<file path="src/rtl/bitty_pkg.sv">
// Shared types and constants for the bitty control sequencer.
// BITTY_ILLEGAL_TRAP_EN adds the TRAP state for reserved opcodes.
package bitty_pkg;

    localparam int DATA_W   = 16;
    localparam int NUM_REGS = 8;

    localparam logic [3:0] IMM_SEL = 4'd8;
    localparam logic [3:0] RES_SEL = 4'd9;

    localparam logic [1:0] FMT_RR  = 2'b00;
    localparam logic [1:0] FMT_IMM = 2'b01;
    localparam logic [1:0] FMT_BR  = 2'b10;
    localparam logic [1:0] FMT_RSV = 2'b11;

    localparam int FMT_LSB = 0;
    localparam int ALU_LSB = 2;
    localparam int IMM_LSB = 5;
    localparam int RY_LSB  = 10;
    localparam int RX_LSB  = 13;

    typedef enum logic [3:0] {
        IDLE,
        FETCH,
        DECODE,
        LOAD_S,
        EXEC,
        WB,
        BRANCH,
        NOP
`ifdef BITTY_ILLEGAL_TRAP_EN
        ,
        TRAP
`endif
    } state_t;

    function automatic logic [NUM_REGS-1:0] reg_onehot(
        input logic [2:0] idx
    );
        return NUM_REGS'(1) << idx;
    endfunction

endpackage

</file>
<file path="src/rtl/bitty_control_fsm_if.sv">
// Control bus between the bitty sequencer and its datapath.
// master = sequencer side, slave = fetch/datapath side.
interface bitty_control_fsm_if;
    import bitty_pkg::*;

    logic                run;
    logic [DATA_W-1:0]   instruction;
    logic                en_pc;
    logic                en_s;
    logic                en_c;
    logic [3:0]          mux_sel;
    logic [2:0]          alu_sel;
    logic [DATA_W-1:0]   imm;
    logic [NUM_REGS-1:0] reg_we;
    logic                done;
    logic                illegal;

    modport master (
        input  run, instruction,
        output en_pc, en_s, en_c, mux_sel, alu_sel,
        output imm, reg_we, done, illegal
    );

    modport slave (
        output run, instruction,
        input  en_pc, en_s, en_c, mux_sel, alu_sel,
        input  imm, reg_we, done, illegal
    );

endinterface

</file>
<file path="src/rtl/bitty_decoder.sv">
// Pure field extraction from a latched bitty instruction word.
// Immediate is the zero-extended 8-bit field [12:5].
module bitty_decoder
    import bitty_pkg::*;
(
    input  logic [DATA_W-1:0] instr,
    output logic [1:0]        fmt,
    output logic [2:0]        rx,
    output logic [2:0]        ry,
    output logic [2:0]        alu_sel,
    output logic [DATA_W-1:0] imm
);

    assign fmt     = instr[FMT_LSB +: 2];
    assign alu_sel = instr[ALU_LSB +: 3];
    assign rx      = instr[RX_LSB +: 3];
    assign ry      = instr[RY_LSB +: 3];
    assign imm     = DATA_W'(instr[IMM_LSB +: 8]);

endmodule

</file>
<file path="src/rtl/bitty_control_fsm.sv">
// Multi-cycle bitty control sequencer with registered Moore outputs.
// Define BITTY_ILLEGAL_TRAP_EN to trap on reserved opcodes.
module bitty_control_fsm
    import bitty_pkg::*;
(
    input logic                 clk,
    input logic                 reset,
    bitty_control_fsm_if.master bus
);

    state_t              state;
    logic [DATA_W-1:0]   ir;
    logic [DATA_W-1:0]   dec_in;
    logic [1:0]          fmt;
    logic [2:0]          rx;
    logic [2:0]          ry;
    logic [2:0]          dec_alu;
    logic [DATA_W-1:0]   dec_imm;

    logic                en_pc;
    logic                en_s;
    logic                en_c;
    logic                done;
    logic [3:0]          mux_sel;
    logic [2:0]          alu_sel;
    logic [DATA_W-1:0]   imm;
    logic [NUM_REGS-1:0] reg_we;

    // In DECODE the word is being latched, so decode it directly;
    // afterwards the latched copy is identical.
    assign dec_in = (state == DECODE) ? bus.instruction : ir;

    bitty_decoder u_dec (
        .instr   (dec_in),
        .fmt     (fmt),
        .rx      (rx),
        .ry      (ry),
        .alu_sel (dec_alu),
        .imm     (dec_imm)
    );

    assign bus.en_pc   = en_pc;
    assign bus.en_s    = en_s;
    assign bus.en_c    = en_c;
    assign bus.done    = done;
    assign bus.mux_sel = mux_sel;
    assign bus.alu_sel = alu_sel;
    assign bus.imm     = imm;
    assign bus.reg_we  = reg_we;

`ifdef BITTY_ILLEGAL_TRAP_EN
    logic illegal;

    assign bus.illegal = illegal;

    // Sticky trap flag, cleared only by reset.
    always_ff @(posedge clk) begin
        if (reset)
            illegal <= 1'b0;
        else if (state == DECODE && fmt == FMT_RSV)
            illegal <= 1'b1;
    end
`else
    assign bus.illegal = 1'b0;
`endif

    // Sequencer: outputs are set on entry to the state they belong to.
    always_ff @(posedge clk) begin
        if (reset) begin
            state   <= IDLE;
            ir      <= '0;
            en_pc   <= 1'b0;
            en_s    <= 1'b0;
            en_c    <= 1'b0;
            done    <= 1'b0;
            mux_sel <= '0;
            alu_sel <= '0;
            imm     <= '0;
            reg_we  <= '0;
        end else begin
            en_pc   <= 1'b0;
            en_s    <= 1'b0;
            en_c    <= 1'b0;
            done    <= 1'b0;
            mux_sel <= '0;
            reg_we  <= '0;
            unique case (state)
                IDLE: begin
                    if (bus.run)
                        state <= FETCH;
                end
                FETCH: begin
                    state <= DECODE;
                end
                DECODE: begin
                    ir <= bus.instruction;
                    unique case (fmt)
                        FMT_RR, FMT_IMM: begin
                            state   <= LOAD_S;
                            mux_sel <= {1'b0, rx};
                            en_s    <= 1'b1;
                            alu_sel <= dec_alu;
                            imm     <= (fmt == FMT_IMM) ? dec_imm : '0;
                        end
                        FMT_BR: begin
                            state <= BRANCH;
                            en_pc <= 1'b1;
                            done  <= 1'b1;
                        end
                        FMT_RSV: begin
`ifdef BITTY_ILLEGAL_TRAP_EN
                            state <= TRAP;
                            done  <= 1'b1;
`else
                            state <= NOP;
                            en_pc <= 1'b1;
                            done  <= 1'b1;
`endif
                        end
                    endcase
                end
                LOAD_S: begin
                    state   <= EXEC;
                    mux_sel <= (fmt == FMT_IMM) ? IMM_SEL : {1'b0, ry};
                    en_c    <= 1'b1;
                end
                EXEC: begin
                    state   <= WB;
                    mux_sel <= RES_SEL;
                    reg_we  <= reg_onehot(rx);
                    en_pc   <= 1'b1;
                    done    <= 1'b1;
                end
                WB, BRANCH, NOP: begin
                    alu_sel <= '0;
                    imm     <= '0;
                    state   <= bus.run ? FETCH : IDLE;
                end
`ifdef BITTY_ILLEGAL_TRAP_EN
                TRAP: begin
                    state <= TRAP;
                end
`endif
                default: begin
                    state <= IDLE;
                end
            endcase
        end
    end

endmodule
</file>
<file path="src/flat_wrapper.sv">
// flat-port wrapper written by rule: the top's interface ports become plain ports
module bitty_control_fsm_flat import bitty_pkg::*;
  (clk, reset, bus_run, bus_instruction, bus_en_pc, bus_en_s, bus_en_c, bus_mux_sel, bus_alu_sel, bus_imm, bus_reg_we, bus_done, bus_illegal);
  bitty_control_fsm_if bus_i ();
  input logic clk;
  input logic reset;
  input wire logic [$bits(bus_i.run)-1:0] bus_run;
  input wire logic [$bits(bus_i.instruction)-1:0] bus_instruction;
  output wire logic [$bits(bus_i.en_pc)-1:0] bus_en_pc;
  output wire logic [$bits(bus_i.en_s)-1:0] bus_en_s;
  output wire logic [$bits(bus_i.en_c)-1:0] bus_en_c;
  output wire logic [$bits(bus_i.mux_sel)-1:0] bus_mux_sel;
  output wire logic [$bits(bus_i.alu_sel)-1:0] bus_alu_sel;
  output wire logic [$bits(bus_i.imm)-1:0] bus_imm;
  output wire logic [$bits(bus_i.reg_we)-1:0] bus_reg_we;
  output wire logic [$bits(bus_i.done)-1:0] bus_done;
  output wire logic [$bits(bus_i.illegal)-1:0] bus_illegal;
  assign bus_i.run = bus_run;
  assign bus_i.instruction = bus_instruction;
  assign bus_en_pc = bus_i.en_pc;
  assign bus_en_s = bus_i.en_s;
  assign bus_en_c = bus_i.en_c;
  assign bus_mux_sel = bus_i.mux_sel;
  assign bus_alu_sel = bus_i.alu_sel;
  assign bus_imm = bus_i.imm;
  assign bus_reg_we = bus_i.reg_we;
  assign bus_done = bus_i.done;
  assign bus_illegal = bus_i.illegal;
  bitty_control_fsm u_core (.clk(clk), .reset(reset), .bus(bus_i));
endmodule
</file>
<file path="config.mk">
export PLATFORM = sky130hd
export DESIGN_NAME = bitty_control_fsm_flat
export DESIGN_NICKNAME = d
export VERILOG_FILES = /design/src/rtl/bitty_pkg.sv /design/src/rtl/bitty_control_fsm_if.sv /design/src/rtl/bitty_decoder.sv /design/src/rtl/bitty_control_fsm.sv /design/src/flat_wrapper.sv
export SDC_FILE = /design/constraint.sdc
export NUM_CORES = 1
export LEC_CHECK = 0
export BUFFER_PORTS_ARGS = -buffer_cell sky130_fd_sc_hd__buf_2
export CAP_MARGIN = 20
export CORE_MARGIN = 5
export CORE_UTILIZATION = 48
export CTS_CLUSTER_DIAMETER = 40
export DETAILED_ROUTE_END_ITERATION = 7
export PLACE_DENSITY = 0.73
export REMOVE_ABC_BUFFERS = 1
export SYNTH_ARGS = -nofsm -noshare
export SYNTH_HDL_FRONTEND = slang
export SYNTH_SLANG_ARGS = --single-unit
</file>
<file path="constraint.sdc">
create_clock -name clk -period 1.7 [get_ports clk]
set_input_delay 0.255 -clock clk [delete_from_list [all_inputs] [get_ports clk]]
set_output_delay 0.255 -clock clk [all_outputs]
set_load 0.01 [all_outputs]
</file>
**Word-level counts from Yosys, hierarchy flattened**

Cells that the tools add are included.
W data, S select, Z words.

- $add $sub $neg: 0
- Multipliers: 0
- Divide/modulo/power cells: 0
- Order comparisons: 0
- Equality and inequality tests: 12
- Shift-type cells: 1
- Muxes and demuxes: 17
- Bitwise logic cells: 2
- Reductions and logical operators: 9

Operators with widths:

| cell | count |
|---|---|
| $mux W16 | 2 |
| $pmux W16 S2 | 1 |
| $pmux W4 S3 | 2 |
| $pmux W4 S6 | 1 |
| $eq A4 B3 Y1 const B | 4 |
| $eq A4 B2 Y1 const B | 2 |
| $mux W4 | 2 |
| $mux W8 | 1 |
| $reduce_or A2 Y1 | 4 |
| $shl A1 B3 Y8 const A | 1 |
| $mux W3 | 2 |
| $pmux W3 S2 | 1 |
| $eq A2 B2 Y1 const B | 2 |
| $eq A4 B1 Y1 const B | 1 |
| $logic_not A4 Y1 | 1 |
| $mux W1 | 4 |
| $ne A2 B2 Y1 const B | 2 |
| $reduce_or A3 Y1 | 1 |
| $eq A2 B1 Y1 const B | 1 |
| $logic_not A2 Y1 | 1 |
| $not A1 Y1 | 2 |
| $pmux W1 S2 | 1 |
| $reduce_and A2 Y1 | 1 |
| $reduce_bool A2 Y1 | 1 |

- Register bits: 54
- Latch bits: 0
- Memory bits (writable): 0
- Memory bits (read-only): 0
- Input bits: 19
- Output and inout port bits: 36
- Memories: 0

**Longest topological paths before layout**

- Word-level depth: 6
- Mapped depth: 6

**Hierarchy**

A second synthesis with hierarchy kept.

- Cells, all modules: 224
- Area total of the unflattened synthesis: 2192.1 um2

Modules (own cells, without submodules):

| module | instances | cells each | area each (um2) |
|---|---|---|---|
| bitty_control_fsm | 1 | 196 | 1985.7 |
| bitty_decoder | 1 | 28 | 206.4 |

**Worst setup path after synthesis**

Ideal clock, no wire load.

- Kind: register to register
- Start point: reg u_core.state[0]
- End point: reg u_core.reg_we[3], in the netlist u_core.bus.reg_we[3]
- Setup time: 0.119 ns
- Arrival time: 1.210 ns
- Data required time: 1.581 ns
- Slack: 0.371 ns
- Cell stages (with the launch flop): 6
- Clock period less this slack: 1.329 ns
- Path through: dfxtp_1 -> or3b_1 -> buf_4 -> buf_6 -> a31oi_1 -> nor2_1

- Longest elaborated chain between the ends: 3

Ends and longest elaborated chain:

| item | RTL line | source |
|---|---|---|
| start: declaration | bitty_control_fsm.sv:11 | `state_t state;` |
| start signal: assignment | bitty_control_fsm.sv:137 | `state <= bus.run ? FETCH : IDLE;` |
| $eq A4 B2 Y1 / $eq A4 B3 Y1 (equally long branches) | bitty_control_fsm.sv:31, bitty_control_fsm.sv:87 |  |
| $mux W16 / $not A1 Y1 (equally long branches) | n/a |  |
| $shl A1 B3 Y8 / $reduce_or A2 Y1 (equally long branches) | n/a |  |
| end signal: assignment | bitty_control_fsm.sv:130 | `reg_we <= reg_onehot(rx);` |
| end: declaration | bitty_control_fsm.sv:27 | `logic [NUM_REGS-1:0] reg_we;` |

Parallel ways exist; a longest one is shown, timed or not.
A chain may end at the register's enable or synchronous reset.

**Worst setup path after layout**

- Start point: reg u_core.state[2]
- End point: reg u_core.imm[4], in the netlist u_core.bus.imm[4]

- Longest elaborated chain between the ends: 6

Ends and longest elaborated chain:

| item | RTL line | source |
|---|---|---|
| $eq A4 B2 Y1 | bitty_control_fsm.sv:31, bitty_control_fsm.sv:87 |  |
| $mux W16 | bitty_control_fsm.sv:31 | `assign dec_in = (state == DECODE) ? bus.instruction : ir;` |
| $eq A2 B1 Y1 / $logic_not A2 Y1 (equally long branches) | bitty_control_fsm.sv:97, bitty_control_fsm.sv:103 |  |
| $mux W8 / $reduce_or A2 Y1 (equally long branches) | bitty_control_fsm.sv:103, bitty_control_fsm.sv:97 |  |
| $mux W16 / $ne A2 B2 Y1 (equally long branches) | n/a |  |
| $pmux W16 S2 / $reduce_and A2 Y1 (equally long branches) | n/a |  |
| end signal: assignment | bitty_control_fsm.sv:103 | `imm <= (fmt == FMT_IMM) ? dec_imm : '0;` |
| end: declaration | bitty_control_fsm.sv:26 | `logic [DATA_W-1:0] imm;` |

Parallel ways exist; a longest one is shown, timed or not. The select of a mux whose other input is x is not followed.

==> flow_metrics.env <==
export IMPL_die_area_mm2=0.00449
export IMPL_hpwlAfterDp_um=2380
export IMPL_power_density_mw_per_mm2=1080
export IMPL_netlist_top_cells_area="sky130_fd_sc_hd__dfxtp_1, sky130_fd_sc_hd__nor2_1, sky130_fd_sc_hd__buf_4, sky130_fd_sc_hd__mux2i_1, sky130_fd_sc_hd__o2bb2ai_1"
export IMPL_endpoint_kind="register"
export IMPL_finalHoldViolCount=0
export IMPL_syn_area_mm2=0.00156
export IMPL_setup_repair_after_global_routing_missed_its_margin="false"
export IMPL_synth_top_area_cell="sky130_fd_sc_hd__dfxtp_1"
export IMPL_wire_per_inst_um=12.7
export IMPL_drt_iter0_markers=46
export IMPL_post_cts_hold_buffer_count=0
export IMPL_yosysTopAreaCellShare=0.538
export IMPL_fill_cells=302
export IMPL_p_leak_nw=0.900
export IMPL_globalRouteTotalUtil=0.159
export IMPL_setup_clock_skew_after_layout_ns=0.00700
export IMPL_fin_tns_setup_ns=0
export IMPL_die_width_um=67.0
export IMPL_syn_area_per_cell_um2=9.82
export IMPL_timing_hold_worst_class="primary input to register"
export IMPL_worst_ir_drop_vdd_uv=645
export IMPL_first_pass_iters=4
export IMPL_finalNetCount=225
export IMPL_crit_family="simple AND/OR/NAND/NOR gates"
export IMPL_numClockSinks=42
export IMPL_drv_cap=0
export IMPL_criticalPathCategory="register to register"
export IMPL_number_of_remaining_drc_errors=0
export IMPL_gp_routability_congestion=0.904
export IMPL_synth_warning_count=0
export IMPL_timing_critical_path_slowest_cell_delay_ns=0.34
export IMPL_upper_clock_frequency_limit_ghz=0.686
export IMPL_cts_tree="yes"
export IMPL_multi_input_area_um2=608
export IMPL_grt_pass1_vias=1235
export IMPL_initial_utilization=0.507
export IMPL_worst_ep_required_time_ns=1.97
export IMPL_library_cell_used_as_clock_root_buffer="sky130_fd_sc_hd__clkbuf_4"
export IMPL_seq_area_um2=841
export IMPL_worst_path_max_delay_cell="sky130_fd_sc_hd__dfxtp_1"
export IMPL_finalWorstPathRequiredPeriod_ns=1.46
export IMPL_areaGrowthSynthToFinish_pct=18.1
export IMPL_top_level_ports=55
export IMPL_synthCells=159
export IMPL_timing_final_max_slew_violations=0
export IMPL_detail_route_antenna_nets=0
export IMPL_worstPathArrival_ns=1.73
export IMPL_antenna_cells=0
export IMPL_cells_along_the_critical_path="buf_4 -> nor2_1 -> and4bb_2 -> nand2_1 -> o2bb2ai_1"
export IMPL_maximum_number_of_pins_on_one_net_before_global_route_repair=16
export IMPL_io_buffers=45
export IMPL_cts_buffers=5
export IMPL_post_cts_setup_buffers=0
export IMPL_dieHeight_um=67.0
export IMPL_crit_path_start_kind="register"
export IMPL_cts_repair_resized=0
export IMPL_design_core_area_mm2=0.00308
export IMPL_setup_viol_count_final=0
export IMPL_worst_path_buf_inv=1
export IMPL_total_power_mw=2.00
export IMPL_synth_yosys_seq_area_share=0.538
export IMPL_clk_transition_reported_paths_ns=0.11
export IMPL_wire_length_reported_by_the_detailed_router_um=3150
export IMPL_grt_antenna_before_repair=0
export IMPL_cts_htree_levels=2
export IMPL_yosys_register_bits=42
export IMPL_vias_per_cell=4.90
export IMPL_floorplan_rows=20
export IMPL_grt_first_pass_wirelength_um=5220
export IMPL_cts_buffer_depth=2
export IMPL_grt_overflow=0
export IMPL_dr_total_vias=1221
export IMPL_crit_fanout=10
export IMPL_period_share=0.857
export IMPL_worst_skew_pair_late_latency_ns=0.34
export IMPL_synth_cell_types=31
export IMPL_status="finished clean"
export IMPL_drive_above_1_share=0.298
[path summary, 6_finish.rpt]
check	startpoint	end	slack (ns)	cells past startpoint
min	bus_instruction[3]	u_core.bus.alu_sel[1]	0.13	2
max reg2reg	u_core.state[2]	u_core.bus.imm[4]	0.24	5
min reg2reg	u_core.ir[0]	u_core.ir[0]	0.46	2
max	u_core.state[2]	u_core.bus.imm[4]	0.24	5
[registers in the layout, indices dropped and copies added (netlist names)]
register,cells
u_core.bus.alu_sel,3
u_core.bus.done,1
u_core.bus.en_c,1
u_core.bus.en_s,1
u_core.bus.imm,8
u_core.bus.mux_sel,4
u_core.bus.reg_we,8
u_core.ir,13
u_core.state,3
[worst register-to-register path, stage by stage (launching register included)]
cell	delay (ns)
sky130_fd_sc_hd__dfxtp_1	0.34
sky130_fd_sc_hd__buf_4	0.17
sky130_fd_sc_hd__nor2_1	0.13
sky130_fd_sc_hd__and4bb_2	0.34
sky130_fd_sc_hd__nand2_1	0.22
sky130_fd_sc_hd__o2bb2ai_1	0.19
[cells by family (layout without fill, tap and decap cells)]
family	count (synthesis)	in the layout	synth area share
buffers and inverters	23	61	0.0913
muxes	8	8	0.0513
xor gates and xnor gates	1	1	0.00561
DFF	42	42	0.538
and+or+nand+nor	55	55	0.174
other	1	9	0.00240
AOI/OAI and AO/OA	29	29	0.137
[synth_stat cells]
master / n
sky130_fd_sc_hd__nor2_1: 24
sky130_fd_sc_hd__a211oi_1: 2
sky130_fd_sc_hd__nor3_1: 3
sky130_fd_sc_hd__xnor2_1: 1
sky130_fd_sc_hd__inv_1: 3
sky130_fd_sc_hd__a21o_1: 1
sky130_fd_sc_hd__nand2b_1: 3
sky130_fd_sc_hd__nor3b_2: 1
sky130_fd_sc_hd__and4bb_2: 1
sky130_fd_sc_hd__conb_1: 1
sky130_fd_sc_hd__a22o_1: 5
sky130_fd_sc_hd__nor2b_1: 3
sky130_fd_sc_hd__o22a_1: 1
sky130_fd_sc_hd__nand3b_1: 1
sky130_fd_sc_hd__nor4b_1: 1
sky130_fd_sc_hd__nand2_1: 13
sky130_fd_sc_hd__buf_2: 6
sky130_fd_sc_hd__o21ai_0: 1
sky130_fd_sc_hd__a22oi_1: 1
sky130_fd_sc_hd__buf_6: 1
sky130_fd_sc_hd__mux2i_1: 8
sky130_fd_sc_hd__dfxtp_1: 42
sky130_fd_sc_hd__a31oi_1: 5
sky130_fd_sc_hd__nor3b_1: 2
sky130_fd_sc_hd__a21oi_1: 5
sky130_fd_sc_hd__nor3_2: 1
sky130_fd_sc_hd__buf_4: 11
sky130_fd_sc_hd__o2bb2ai_1: 8
sky130_fd_sc_hd__clkbuf_1: 2
sky130_fd_sc_hd__nand3_1: 1
sky130_fd_sc_hd__or3b_1: 1
[layout by cell type (no fill, tap or decap), drive strengths merged, types with 2 or more instances in the layout]
cell type / synthesis / final
a211oi: 2 / 2
a22o: 5 / 5
nor3: 4 / 4
nand2b: 3 / 3
mux2i: 8 / 8
nor3b: 3 / 3
nor2b: 3 / 3
a21oi: 5 / 5
buf: 18 / 52
o2bb2ai: 8 / 8
a31oi: 5 / 5
dfxtp: 42 / 42
nand2: 13 / 13
nor2: 24 / 24
conb: 1 / 9
clkbuf: 2 / 6
inv: 3 / 3
[stage by stage]
| stage | area [um^2] | setup slack, ns | cells | utilization | hold WS [ns] |
|---|---|---|---|---|---|
| 2_1_floorplan | 1460 | 0.204 | 147 | - | 0.324 |
| 3_3_place_gp | 1790 | 0.344 | 243 | 0.583 | 0.440 |
| 3_5_place_dp | 1790 | 0.242 | 243 | 0.583 | 0.443 |
| 4_1_cts | 1840 | 0.222 | 249 | 0.599 | 0.115 |
| 5_1_grt | 1840 | 0.122 | 249 | 0.599 | 0.115 |
| 6_report | 1840 | 0.243 | 249 | 0.599 | 0.132 |
[area by class of cell]
class / count / area share
clock buffer: 6 / 0.0278
inverter: 3 / 0.00611
multi-input combinational: 102 / 0.330
sequential: 42 / 0.456
tap: 44 / 0.0299
timing repair buffer: 52 / 0.151
[per-layer routing]
layer	routed length, um	global-route usage	share of wire
met1	1320	0.164	0.42
met5	0	0	0
met3	292	0.0742	0.093
met4	35	0.0810	0.011
met2	1500	0.266	0.48
[report_power, final]
group / internal (mW) / switching (mW)
combinational: 0.189 / 0.250
sequential: 1.06 / 0.0339
clock: 0.187 / 0.285
Note: power is estimated with default switching activity, not from simulation.
